==> config.mk <==
export PLATFORM = sky130hd
export DESIGN_NAME = l2_port_arbiter
export DESIGN_NICKNAME = d
export VERILOG_FILES = /design/src/rtl/l2_port_arbiter.sv
export SDC_FILE = /design/constraint.sdc
export NUM_CORES = 1
export LEC_CHECK = 0
export CORE_AREA = 2 2 562 564
export CTS_CLUSTER_DIAMETER = 100
export DETAILED_ROUTE_END_ITERATION = 8
export DIE_AREA = 0 0 564 566
export DONT_BUFFER_PORTS = 1
export GPL_ROUTABILITY_DRIVEN = 0
export SLEW_MARGIN = 20
export SYNTH_ARGS = -nofsm -noshare
export SYNTH_HDL_FRONTEND = slang
export SYNTH_SLANG_ARGS = --single-unit
==> constraint.sdc <==
create_clock -name clk -period 2.1 [get_ports clk]
set_input_delay 0.21 -clock clk [delete_from_list [all_inputs] [get_ports clk]]
set_output_delay 0.21 -clock clk [all_outputs]
set_load 0.02 [all_outputs]
==> src/rtl/l2_port_arbiter.sv <==
// l2_port_arbiter: shares the single L2 line port between I- and D-cache
// miss paths with registered grant, latched request and starvation aging.
module l2_port_arbiter #(
  parameter int STARVE_LIMIT = 8,
  parameter int CNT_W        = 32
) (
  input  logic             clk,
  input  logic             rst,
  input  logic             i_pmem_read,
  input  logic [31:0]      i_pmem_address,
  output logic [255:0]     i_pmem_rdata,
  output logic             i_pmem_resp,
  input  logic             d_pmem_read,
  input  logic             d_pmem_write,
  input  logic [31:0]      d_pmem_address,
  input  logic [255:0]     d_pmem_wdata,
  output logic [255:0]     d_pmem_rdata,
  output logic             d_pmem_resp,
  output logic             a_pmem_read,
  output logic             a_pmem_write,
  output logic [31:0]      a_pmem_address,
  output logic [255:0]     a_pmem_wdata,
  input  logic [255:0]     a_pmem_rdata,
  input  logic             a_pmem_resp,
  output logic [CNT_W-1:0] i_grant_count,
  output logic [CNT_W-1:0] d_grant_count
);

  localparam int SW = $clog2(STARVE_LIMIT + 2);
  localparam logic [SW-1:0] LIMIT = SW'(STARVE_LIMIT);

  typedef enum logic [1:0] {
    IDLE,
    SERVE_I,
    SERVE_D
  } state_t;

  state_t state, state_n;

  logic             rd_n;
  logic             wr_n;
  logic [31:0]      addr_n;
  logic [255:0]     wdata_n;
  logic [SW-1:0]    starve, starve_n;
  logic [CNT_W-1:0] icnt_n;
  logic [CNT_W-1:0] dcnt_n;
  logic             d_req;
  logic             i_win;
  logic             d_win;

  // Line data fans out unconditionally; only the completion is steered.
  assign i_pmem_rdata = a_pmem_rdata;
  assign d_pmem_rdata = a_pmem_rdata;
  assign i_pmem_resp  = (state == SERVE_I) & a_pmem_resp;
  assign d_pmem_resp  = (state == SERVE_D) & a_pmem_resp;

  // Next-state, arbitration and latch-enable logic.
  always_comb begin
    state_n  = state;
    rd_n     = a_pmem_read;
    wr_n     = a_pmem_write;
    addr_n   = a_pmem_address;
    wdata_n  = a_pmem_wdata;
    starve_n = starve;
    icnt_n   = i_grant_count;
    dcnt_n   = d_grant_count;
    d_req    = d_pmem_read | d_pmem_write;
    // D normally wins a tie; an aged I request takes the next slot.
    i_win    = i_pmem_read & (~d_req | (starve == LIMIT));
    d_win    = d_req & ~i_win;
    case (state)
      IDLE: begin
        unique case (1'b1)
          i_win: begin
            state_n  = SERVE_I;
            rd_n     = 1'b1;
            wr_n     = 1'b0;
            addr_n   = i_pmem_address;
            starve_n = '0;
            if (i_grant_count != '1)
              icnt_n = i_grant_count + 1'b1;
          end
          d_win: begin
            state_n = SERVE_D;
            // Write wins if a D cache ever raises both.
            rd_n    = ~d_pmem_write;
            wr_n    = d_pmem_write;
            addr_n  = d_pmem_address;
            wdata_n = d_pmem_wdata;
            if (i_pmem_read && starve != LIMIT)
              starve_n = starve + 1'b1;
            if (d_grant_count != '1)
              dcnt_n = d_grant_count + 1'b1;
          end
          default: ;
        endcase
      end
      SERVE_I, SERVE_D: begin
        if (a_pmem_resp) begin
          state_n = IDLE;
          rd_n    = 1'b0;
          wr_n    = 1'b0;
        end
      end
      default: begin
        state_n = IDLE;
        rd_n    = 1'b0;
        wr_n    = 1'b0;
      end
    endcase
  end

  // State, latched request and counters, with synchronous reset.
  always_ff @(posedge clk) begin
    if (rst) begin
      state          <= IDLE;
      a_pmem_read    <= 1'b0;
      a_pmem_write   <= 1'b0;
      a_pmem_address <= '0;
      a_pmem_wdata   <= '0;
      starve         <= '0;
      i_grant_count  <= '0;
      d_grant_count  <= '0;
    end else begin
      state          <= state_n;
      a_pmem_read    <= rd_n;
      a_pmem_write   <= wr_n;
      a_pmem_address <= addr_n;
      a_pmem_wdata   <= wdata_n;
      starve         <= starve_n;
      i_grant_count  <= icnt_n;
      d_grant_count  <= dcnt_n;
    end
  end

endmodule

==> results of run 1 <==
[critical path, stage by stage (launching register included)]
cell and delay (ps):
dfxtp_2 330, inv_2 40, ha_4 150, nand3b_1 100
buf_4 160, nand2_1 80, or4_1 470, a21oi_1 150
dlygate4sd3_1 550
[cells in the mapped netlist, types with 9 or more instances]
cell type	n	share of area [%]
nand4_1	20	0.71
nand2_1	541	11
or3_1	23	0.81
clkbuf_1	99	2.1
nor3_1	9	0.25
a211oi_1	36	1.5
buf_4	513	22
a21oi_1	308	8.7
o21ai_0	25	0.71
or4_1	24	1.0
dfxtp_1	360	41
nor2_1	72	1.5
o31ai_1	19	0.81
xnor2_1	9	0.45
nand3_1	31	0.88
mux2i_1	32	1.8
inv_1	15	0.32
nor2b_1	11	0.39
[final cells by class]
cell class                      count  area share, %
Sequential cell                   360           28.3
Multi-Input combinational cell   1231           25.0
Tap cell                         4160           20.3
Timing Repair Buffer              469           17.6
Clock buffer                       70           5.82
Clock inverter                     27           1.67
Antenna cell                      106           1.04
Inverter                           15          0.220
[registers in the layout, indices dropped and copies added, names as in the netlist]
register	flops
state	2
a_pmem_wdata	256
a_pmem_read	1
starve	4
a_pmem_write	1
d_grant_count	32
i_grant_count	32
a_pmem_address	32
[routing by layer]
| metal | track usage, % | up-vias | part of all wire [%] |
|---|---|---|---|
| li1 | - | 6868 | - |
| met1 | 11.5 | 7424 | 27 |
| met2 | 21.9 | 1900 | 41 |
| met3 | 19.6 | 509 | 28 |
| met4 | 3.86 | 207 | 3.1 |
| met5 | 1.49 | - | 0.76 |
[report_power, final]
group,total [mW],switching (mW),leakage [nW],internal [mW]
clock,10.1,4.06,0.938,6.03
sequential,8.92,1.50,2.98,7.41
combinational,3.03,1.81,4.42,1.22
[through the flow]
stage	hold WS, ps	TNS (ps)	worst slack, ps
after floorplan	346	-22.6	-14.7
after global placement	306	-17040	-270
after detailed placement	307	-15650	-210
after CTS	-523	-9.15	-9.15
after global routing	-468	-692	-128
final	-415	0	0.327
[logic make-up (layout without fill, tap and decap cells)]
logic type | count (synthesis) | in the layout | synth area share [%]
buffers and inverters | 641 | 581 | 24.6
XOR/XNOR | 11 | 11 | 0.544
multiplexers | 39 | 39 | 2.25
AO/OA/AOI/OAI | 406 | 407 | 12.7
other | 0 | 106 | 0
adder cells (fa/ha/maj) | 7 | 7 | 0.494
flip-flops | 360 | 360 | 40.7
AND/OR/NAND/NOR | 767 | 767 | 18.8
[final timing paths]
check,to,slack [ps],depth (start not counted),from
max,starve[2],0.3,8,starve[0]
min,a_pmem_address[10],-420,1,rst
max reg2reg,starve[2],0.3,8,starve[0]
min reg2reg,starve[3],550,2,starve[3]
[repair_timing]
item	in CTS	in global routing
setup endpoints to repair	265	128
hold endpoints to repair	360	242
setup buffers	4	5
resized for setup	26	31
gates cloned	2	1
pin swaps	10	22
==> metrics.cfg, run 1 <==
[status]
outcome=complete, but fails checks
violations=negative hold slack, max-slew violations

[finish]
regArea_um2=7250
fin_cells=6438
most-common-layout-cells=nand2_1, dfxtp_1, a21oi_1
multi_input_area_um2=6410
final_common_cell=nand2_1
utilization_pct=8.18
area_delta_synth_final_pct=44.7
fill_cells=36600
drive_gt1_share_pct=17.2
stdcell_area_um2=25600
fin_nets=2719

[global_route]
grt_pass1_wl_um=282000
globalRouteTotalUtil_pct=14.9
antenna_found_initial=264
grt_pass1_vias=15000
grt_max_degree=368
gr-total-overflow=0

[sta]
worstMarginPinSlew_ps=1540
finalCritPeriodShare_pct=100
slew_violations=46
setup_viol=0
slew_headroom_pct=-2.49
fin_worst_skew_ps=58.0
hold_slack_ps=-415
rsz0062_at_grt=true
fmax_mhz=476
fin_crit_ps=2100
hold_viol_final=128

[clock_tree]
htreeDepth=2
clkSinkCount=360
numCtsBuffers=53
cts_tree=done
clock_latency_ps=720
cts.reportedPaths.clkPinSlew_ps=60
clockRootBuffer=clkbuf_16
hold_buffers=270
clk_path_buf_depth=3

[place]
hpwl_um=227000
place_inst=5955
io_buffers=0
dpl-instance-area_um2=20400

[power_and_ir_drop]
p_total_mw=22.0
vdd_drop_max_mv=0.685
power.leakage_nw=8.34
powerDensity_nw_per_um2=860

[yosys]
ys_seq_area_share_pct=40.7
avgSynthCellArea_um2=7.94
synth_fp_nets=2820
ys_types=53
syn_inst=2231
ys.flop_type=dfxtp_1
synth_edf_count=0
syn_area_um2=17700
synthArstFlopShare_pct=0
ys_ff_latch=360
ys.warnings.count=0

[floorplanning]
ioPinCount=1450
design.die.area_um2=319000
initial_utilization_pct=5.65
rows=206
die_y_um=566
core_um2=313000
die_w_um=564

[run]
drv_cap=0

[detailed_routing]
route.detailed.drc=0
vias_per_cell=2.63
num_vias=16900
antenna_left=0
drt_first_iter_violations=1419
wl_per_cell_um=38.4
dr.pass1.iters=5
finalWirelength_um=247000

[critical_path]
required_ps=2760
cp-start-kind=register
end_kind=register
cp_max_fo=5
crit_type=reg2reg
crit_arrival_ps=2760

[hold_path]
min_path_type=in2reg

No activity file was read; power rests on OpenSTA's default activity.
==> run 2: changes to the inputs <==
CAP_MARGIN = 20   (was default)
==> results of run 2 <==
Same layout as run 1: the final DEF is identical, and so are final timing and power.
==> run 3: changes to the inputs <==
CELL_PAD_IN_SITES_DETAIL_PLACEMENT = 1   (was default)
CELL_PAD_IN_SITES_GLOBAL_PLACEMENT = 1   (was default)
CORE_AREA = 2 2 559 561   (was 2 2 562 564)
DIE_AREA = 0 0 561 563   (was 0 0 564 566)
PLACE_DENSITY_LB_ADDON = 0.1   (was default)
TNS_END_PERCENT = 20   (was default)
==> run 3 against run 2 <==
Net effect:
- the flow finishes with violations (negative hold slack, negative setup slack)
- setup slack got worse by 66 ps
- sequential power fell by 2.6%
- clock power rose by 17%
- routed wire length fell by 48%
- utilization rose by 0.48 points
- flip-flop and latch count did not move
- critical path depth did not move
- largest cell class unchanged
- largest power group unchanged
==> metrics.cfg, run 3 (synthesized netlist as in run 1, its figures left out) <==
[critical_path]
r2r_setup_slack_ps=-70  ; -70 ps
cp_max_fo=16  ; +11
r2r_end=i_grant_count[21]
cp-endpoint=i_grant_count[21]
crit_arrival_ps=2840  ; +80 ps
end_kind=register
crit_type=reg2reg
ff2ff_path_depth=8  ; unchanged
cp-start-kind=register
crit_start=starve[0]
required_ps=2770  ; about the same
r2r_start=starve[0]

[finish]
largest_reg_flops=256  ; unchanged
fin_nets=2810  ; +3.3%
area_delta_synth_final_pct=51.7
regArea_um2=7240  ; -0.14%
stdcell_area_um2=26900  ; +4.8%
most-common-layout-cells=nand2_1, dfxtp_1, dlygate4sd3_1
regMostFlops=a_pmem_wdata
multi_input_area_um2=6580  ; +2.7%
drive_gt1_share_pct=19.8  ; +2.6 points
final_common_cell=nand2_1
fill_cells=36800  ; +0.35%

[place]
dpl-instance-area_um2=20500  ; +0.63%
place_ws_ps=-347  ; -138 ps
io_buffers=0  ; unchanged
hpwl_um=98400  ; -57%

[power_and_ir_drop]
power.internal_mw=16.1  ; +9.5%
vdd_drop_max_mv=0.518  ; -24%
power.leakage_nw=8.97  ; +7.6%
powerDensity_nw_per_um2=881  ; +2.4%
clockPowerShare_pct=49.9  ; +4.1 points
pwr-share-seq_pct=36.7  ; -3.7 points
p_sw_mw=7.60  ; +3.1%
power_frac_comb_pct=13.4  ; -0.4 points
switching_share_pct=32.1  ; -1.3 points

[sta]
fmax_mhz=462  ; -3.1%
finalCritPeriodShare_pct=103  ; +3.2 points
worstMarginPinSlew_ps=1320  ; -220 ps
fin_ws_ps=-66.0  ; -66.3 ps
fin_worst_skew_ps=32.2  ; -25.7 ps
slew_headroom_pct=12.2  ; +15 points
rsz0062_at_grt=true
hold_slack_ps=-461  ; -45.4 ps
slew_violations=0  ; -100%
hold_viol_final=66  ; -48%
setup_viol=3  ; +3
fin_crit_ps=2170  ; +66.3 ps

[detailed_routing]
dr.pass1.iters=4  ; -1
antenna_left=0  ; unchanged
route.detailed.drc=0  ; unchanged
wl_per_cell_um=19.9  ; -48%
vias_per_cell=2.39  ; -9.2%
drt_first_iter_violations=429  ; -70%
finalWirelength_um=128000  ; -48%
num_vias=15400  ; -9.2%

[clock_tree]
htreeDepth=3  ; +1
cts.reportedPaths.clkPinSlew_ps=50  ; about the same
clock_latency_ps=750  ; +30 ps
cts_tree=done
clkSinkCount=360  ; unchanged
clk_path_buf_depth=4  ; +1
numCtsBuffers=73  ; +38%
clockRootBuffer=clkbuf_16

[run]
drv_cap=0  ; unchanged

[floorplanning]
ioPinCount=1450  ; unchanged
design.die.area_um2=316000  ; -1.1%
initial_utilization_pct=5.71  ; +0.056 points
die_w_um=561  ; -0.53%
rows=205  ; -0.49%
core_um2=310000  ; -0.98%
die_y_um=563  ; -0.53%

[global_route]
antenna_found_initial=54  ; -80%
globalRouteTotalUtil_pct=7.71  ; -7.2 points
grt_max_degree=368  ; unchanged
grt_pass1_vias=16600  ; +11%
grt_pass1_wl_um=165000  ; -42%
gr-total-overflow=0  ; unchanged

[status]
violations=negative hold slack, negative setup slack
outcome=complete, but fails checks

[hold_path]
min_path_type=in2reg

run 3: cell count changes in the layout (fill, tap and decap cells not counted), sizes merged, moves of 4 or more:
cell,delta
diode,-76
clkinv,+4
clkbuf,+35
dlygate4sd3,+48
bufinv,-5
buf,+19
inv,-9
run 3: worst min-delay path by stage:
| stage | startpoint | cells past startpoint | slack, ps | to |
|---|---|---|---|---|
| after detailed placement | rst | 1 | 340 | i_grant_count[23] |
| after floorplan | d_pmem_wdata[0] | 2 | 350 | a_pmem_wdata[0] |
| after global routing | rst | 1 | -560 | i_grant_count[13] |
| after global placement | rst | 1 | 330 | i_grant_count[23] |
| final | rst | 1 | -460 | i_grant_count[23] |
| after CTS | rst | 1 | -520 | i_grant_count[27] |
run 3: metal layers:
layer,share of wire (%),vias up,global-route usage [%]
li1,-,6926,-
met1,34,7073,7.25
met2,45,957,12.1
met3,16,352,5.94
met4,4.9,46,3.81
met5,0.49,-,0.738
run 3: power by group through the flow:
stage / clock network (mW) / logic (mW) / registers, mW
floorplan: 0 / 2.76 / 8.53
global placement: 0 / 2.28 / 8.91
detailed placement: 0 / 2.29 / 8.89
CTS: 12.7 / 3.05 / 8.74
global route: 12.9 / 3.58 / 8.78
finish: 11.8 / 3.16 / 8.69
run 3: worst max-delay path, cell delays in order (launching register included):
cell and delay (ps):
dfxtp_2 320, inv_2 60, ha_4 140, nand3b_1 140
a2111o_1 460, a211o_1 280, buf_12 160, or4_4 410
a21oi_2 120
run 3: what timing repair did:
item | CTS | global route
resized for setup | 42 | 70
hold buffers | 313 | 4
endpoints found under the hold margin | 357 | 72
gates cloned | 2 | 4
pin swaps | 29 | 27
setup endpoints to repair | 299 | 253
buffers inserted | 5 | 11
run 3: cell type report:
type                    instances  share of cell area [%]
repair buffers                541                    20.2
flip-flops and latches        360                    27.0
well taps                    4140                    19.3
inverters                      15                   0.210
diodes                         30                   0.279
clock buffers                 101                    7.80
clock inverters                19                   0.741
multi-input cells            1230                    24.5
run 3: metrics by stage:
step	TNS [ps]	std cells	total power, mW	utilization [%]
2_1_floorplan	-472	2231	11.3	-
5_1_grt	-1870	6418	25.3	8.64
3_5_place_dp	-54820	5946	11.2	6.60
3_3_place_gp	-47320	5946	11.2	6.60
6_report	-142	6436	23.7	8.65
4_1_cts	-491	6386	24.5	8.45
